$ cat src/rtl/fwd_hazard_ctrl.sv
// Decode-stage forwarding select and load-use stall controller with an internal tracker of in-flight writes.
// Selects and stall are combinational from ID inputs and tracker state; tracker and stall counter update on clk.
module fwd_hazard_ctrl #(
   parameter int REG_AW     = 5,
   parameter int NUM_SRC    = 2,
   parameter int DEPTH      = 3,
   parameter int ALU_READY  = 1,
   parameter int LOAD_READY = 2,
   parameter int SELW       = $clog2(DEPTH+1),
   parameter int CNT_W      = 16
) (
   input  logic                      clk,
   input  logic                      reset,
   input  logic                      id_valid,
   input  logic                      id_regwrite,
   input  logic                      id_is_load,
   input  logic [REG_AW-1:0]         id_rd,
   input  logic [NUM_SRC*REG_AW-1:0] id_rs,
   input  logic [NUM_SRC-1:0]        id_rs_used,
   input  logic                      stall_ext,
   input  logic                      flush,
   output logic [NUM_SRC*SELW-1:0]   fwd_sel,
   output logic                      hazard_stall,
   output logic [CNT_W-1:0]          stall_cnt
);

   logic [DEPTH-1:0]  v_q;
   logic [DEPTH-1:0]  ld_q;
   logic [REG_AW-1:0] rd_q [DEPTH];
   logic [NUM_SRC-1:0] not_ready;
   logic [REG_AW-1:0]  rs_cur;

   // Walk oldest to youngest so the youngest matching producer overrides older ones.
   always_comb begin
      fwd_sel   = '0;
      not_ready = '0;
      rs_cur    = '0;
      for (int i = 0; i < NUM_SRC; i++) begin
         rs_cur = id_rs[i*REG_AW +: REG_AW];
         if (id_valid && id_rs_used[i] && rs_cur != '0) begin
            for (int k = DEPTH-1; k >= 0; k--) begin
               if (v_q[k] && rd_q[k] == rs_cur) begin
                  if (k >= (ld_q[k] ? LOAD_READY : ALU_READY)) begin
                     fwd_sel[i*SELW +: SELW] = SELW'(k+1);
                     not_ready[i]            = 1'b0;
                  end else begin
                     fwd_sel[i*SELW +: SELW] = '0;
                     not_ready[i]            = 1'b1;
                  end
               end
            end
         end
      end
   end

   assign hazard_stall = (|not_ready) & ~flush;

   always_ff @(posedge clk) begin
      if (reset) begin
         v_q       <= '0;
         stall_cnt <= '0;
      end else if (stall_ext) begin
         if (flush)
            v_q[0] <= 1'b0;
      end else begin
         for (int k = DEPTH-1; k >= 1; k--) begin
            v_q[k]  <= v_q[k-1];
            ld_q[k] <= ld_q[k-1];
            rd_q[k] <= rd_q[k-1];
         end
         // A stalled or killed ID instruction leaves a bubble behind it.
         v_q[0]  <= id_valid & id_regwrite & (id_rd != '0) & ~hazard_stall & ~flush;
         ld_q[0] <= id_is_load;
         rd_q[0] <= id_rd;
         if (hazard_stall && stall_cnt != '1)
            stall_cnt <= stall_cnt + 1'b1;
      end
   end

endmodule
$ cat config.mk
export PLATFORM = sky130hd
export DESIGN_NAME = fwd_hazard_ctrl
export DESIGN_NICKNAME = d
export VERILOG_FILES = /design/src/rtl/fwd_hazard_ctrl.sv
export SDC_FILE = /design/constraint.sdc
export NUM_CORES = 1
export LEC_CHECK = 0
export ABC_AREA = 0
export CAP_MARGIN = 20
export CORE_ASPECT_RATIO = 2
export CORE_MARGIN = 2
export CORE_UTILIZATION = 45
export CTS_CLUSTER_SIZE = 10
export DETAILED_ROUTE_END_ITERATION = 10
export PLACE_DENSITY = 0.76
export SYNTH_ARGS = -nofsm -noshare
export SYNTH_HDL_FRONTEND = slang
export SYNTH_SLANG_ARGS = --single-unit
$ cat constraint.sdc
create_clock -name clk -period 2.1 [get_ports clk]
set_input_delay 0.525 -clock clk [delete_from_list [all_inputs] [get_ports clk]]
set_output_delay 0.525 -clock clk [all_outputs]
set_load 0.005 [all_outputs]
==> run summary, run 1 <==
final-report hold violation count -> 0
Layout area overhead -> 67.1%
Async SR Flop Fraction -> 0%
clock-pin slew on the worst setup and hold paths -> 0.08 ns
Setup WS post-layout -> -0.325 ns
number of synthesized flops with an enable pin -> 17
Synth area leader -> edfxtp_1
DR vias -> 2057
initial antenna violation count -> 0
crit path launch type -> register
RSZ-0062 raised after global routing -> yes
setup violators final -> 18
share of cells above drive strength 1 -> 43.8%
failing checks -> negative setup slack
Clock Latency Late Sink -> 0.29 ns
maximum root-to-sink buffer count -> 2
PortBufs -> 44
Synth Warn # -> 0
dpl cell area -> 0.00282 sq mm
Post-route DRC -> 0
Global Route Usage Sum -> 27.6%
Ant. Diodes -> 0
Mapped Cells -> 202
Initial Utilization -> 45.9%
post-synth top area share -> 25.9%
critical path required time -> 1.57 ns
first-pass GRT wire length -> 10000 um
Max transition margin -> 61.0%
Max VDD drop -> 0.648 mV
worst clock skew -> 0.00691 ns
register area -> 891 sq um
WS Path Type -> register to output pin
hold buffer count at cts -> 0
Post-DRT Antenna Nets -> 0
Non-Filler Instances -> 369
synth unique cells -> 40
DR pass1 iterations -> 4
DIE AREA -> 0.00496 sq mm
WL final -> 7040 um
Post-synth top flop -> dfxtp_1
syn nets -> 227
Yosys reg bits -> 36
height of the die -> 97.6 um
drt first-iter violations -> 78
Final nets -> 339
largest net degree at the start of global routing -> 16
power density over the cells -> 463 mW/mm^2
fill count -> 291
Ports -> 45
critical-path maximum fanout -> 2
routability congestion estimate -> 0.873
dominant cell by count in the synthesized netlist -> nor2_1
HP Class -> register to register
cells on worst reg2reg path -> 11
htree depth -> 2
Root Buffer -> clkbuf_8
crit path DAT -> 1.90 ns
flop-to-flop setup slack -> -0.10 ns
Via density -> 5.57
DP HPWL -> 4050 um
top post-synthesis cells by area -> edfxtp_1 26%, dfxtp_1 19%, xnor2_1 9.8%, nor2_1 5.7%, xor2_1 5.3%
worst hold slack -> 0.432 ns
fin crit share -> 115%
TritonCTS Sinks -> 36
status -> finished, violations left
CTS tree -> yes
routed len/inst -> 19.1 um
Multi-input gate area -> 0.00129 sq mm
Leakage -> 1.30 nW
Seq/Total Area, Yosys -> 45.1%
final instance area -> 0.00330 sq mm
R2R Path Start -> rd_q[0][1]$_DFFE_PP_
Overall Power -> 1.53 mW
CTS Buf Count -> 5
number of global-route vias before repair -> 2167
Syn Area/Cell -> 9.77 sq um
Tmin final -> 2.43 ns
num rows -> 34
CORE AREA -> 0.00430 sq mm
Max Clock Freq -> 0.412 GHz
Post-Place Setup Slack -> -1.01 ns
worst min-delay path endpoint -> ld_q[1]$_DFFE_PP_
setup_tns -> -2.16 ns
list of most frequent post-synthesis cells -> 30 x nor2_1, 22 x xnor2_1, 19 x dfxtp_1, 17 x edfxtp_1, 12 x xor2_1
GR Overflow Total -> 0
post-synthesis cell area -> 0.00197 sq mm
cell count of the worst hold path -> 0
Slew @ Worst Pin -> 0.580 ns
max capacitance violation total -> 0
Die X -> 50.8 um
Cells after DPL -> 338
r2r endpoint -> stall_cnt[5]$_SDFFE_PP0P_
fin util -> 76.7%
final-report max-slew violation count -> 0
hold_sp -> ld_q[0]$_DFFE_PP_
nature of the critical path endpoint -> output pin
==> critical path, cell delays in order (launching register included) <==
cell,delay [ns]
edfxtp_1,0.43
buf_6,0.15
xnor2_2,0.14
nand4_1,0.19
nor3_4,0.21
buf_4,0.15
o21ai_2,0.06
a21oi_2,0.16
buf_2,0.13
==> layer usage <==
| metal | routed length, um | global-route usage (%) | up-vias | part of all wire, % |
|---|---|---|---|---|
| li1 | - | - | 942 | - |
| met1 | 2420 | 25.3 | 968 | 34 |
| met2 | 3920 | 50.8 | 110 | 56 |
| met3 | 329 | 4.62 | 37 | 4.7 |
| met4 | 369 | 20.6 | 0 | 5.2 |
| met5 | 0 | 0 | - | 0 |
==> where the power goes <==
part / internal (mW) / total [mW] / switching, mW
logic: 0.130 / 0.246 / 0.115
clock network: 0.263 / 0.514 / 0.251
registers: 0.752 / 0.767 / 0.0151
total: 1.15 / 1.53 / 0.381
==> cell type report <==
| cell class | count | share of cell area [%] |
|---|---|---|
| sequential | 36 | 27.0 |
| clock inverter | 1 | 0.114 |
| clock buffer | 7 | 2.62 |
| multi-input combinational | 158 | 39.3 |
| timing repair buffer | 110 | 28.6 |
| tap | 54 | 2.05 |
| inverter | 3 | 0.342 |
==> state kept, by name, summed over array words and instances, names as in the netlist <==
signal / flops
ld_q: 2
rd_q: 15
stall_cnt: 16
v_q: 3
==> cells by family after synthesis <==
logic type | after synthesis | share of synthesized area, %
flops | 36 | 45.1
xor+xnor | 34 | 15.1
mux | 9 | 5.01
fa+ha+maj | 1 | 0.634
simple gates | 92 | 23.8
buf+inv | 9 | 2.16
compound gates | 21 | 8.18
==> placed cells by master, fill, tap and decap left out, types with 2 or more instances in the layout <==
cell / synthesis / routed
buf_4: 0 / 55
nor2_1: 30 / 29
clkdlybuf4s50_1: 0 / 28
dfxtp_1: 19 / 19
edfxtp_1: 17 / 17
xnor2_1: 22 / 14
buf_6: 1 / 13
nand2_1: 11 / 10
xor2_1: 12 / 10
buf_2: 1 / 10
nand4_1: 9 / 9
xnor2_2: 0 / 8
nand3_1: 11 / 7
nor2b_1: 7 / 7
clkbuf_8: 0 / 6
a21oi_2: 1 / 5
nand3_2: 0 / 4
nor4_1: 4 / 4
mux2_2: 7 / 4
nor3_4: 0 / 3
mux2_4: 0 / 3
a21oi_1: 7 / 3
xor2_2: 0 / 2
o21ai_2: 0 / 2
or2_4: 0 / 2
o211ai_4: 0 / 2
nand2_4: 1 / 2
inv_1: 2 / 2
a31o_2: 2 / 2
mux2i_1: 2 / 2
nand4b_1: 2 / 2
nand2b_1: 3 / 2
dlygate4sd2_1: 0 / 2
==> worst max path at each step <==
stage	startpoint	end	slack, ns	cells after the start
after detailed placement	id_rs[4]	hazard_stall	-1.01	7
after floorplan	stall_ext	stall_cnt[14]$_SDFFE_PP0P_	0.004	7
final	rd_q[0][1]$_DFFE_PP_	hazard_stall	-0.33	8
after CTS	rd_q[0][1]$_DFFE_PP_	fwd_sel[0]	-0.24	8
after global placement	id_rs[2]	hazard_stall	-0.95	7
after global routing	rd_q[0][1]$_DFFE_PP_	hazard_stall	-0.40	8
==> repair_timing <==
item / in CTS / in global routing
pin swaps: 35 / 26
setup buffers: 29 / 6
resized for setup: 103 / 19
setup endpoints to repair: 21 / 22
cloned: 1 / 0
No activity file was read; power rests on OpenSTA's default activity.
==> run 2: changes to the inputs <==
Settings changed: HOLD_SLACK_MARGIN set to 0.15.
==> results of run 2 <==
The final DEF is identical to that of run 1; final timing and power are the same.
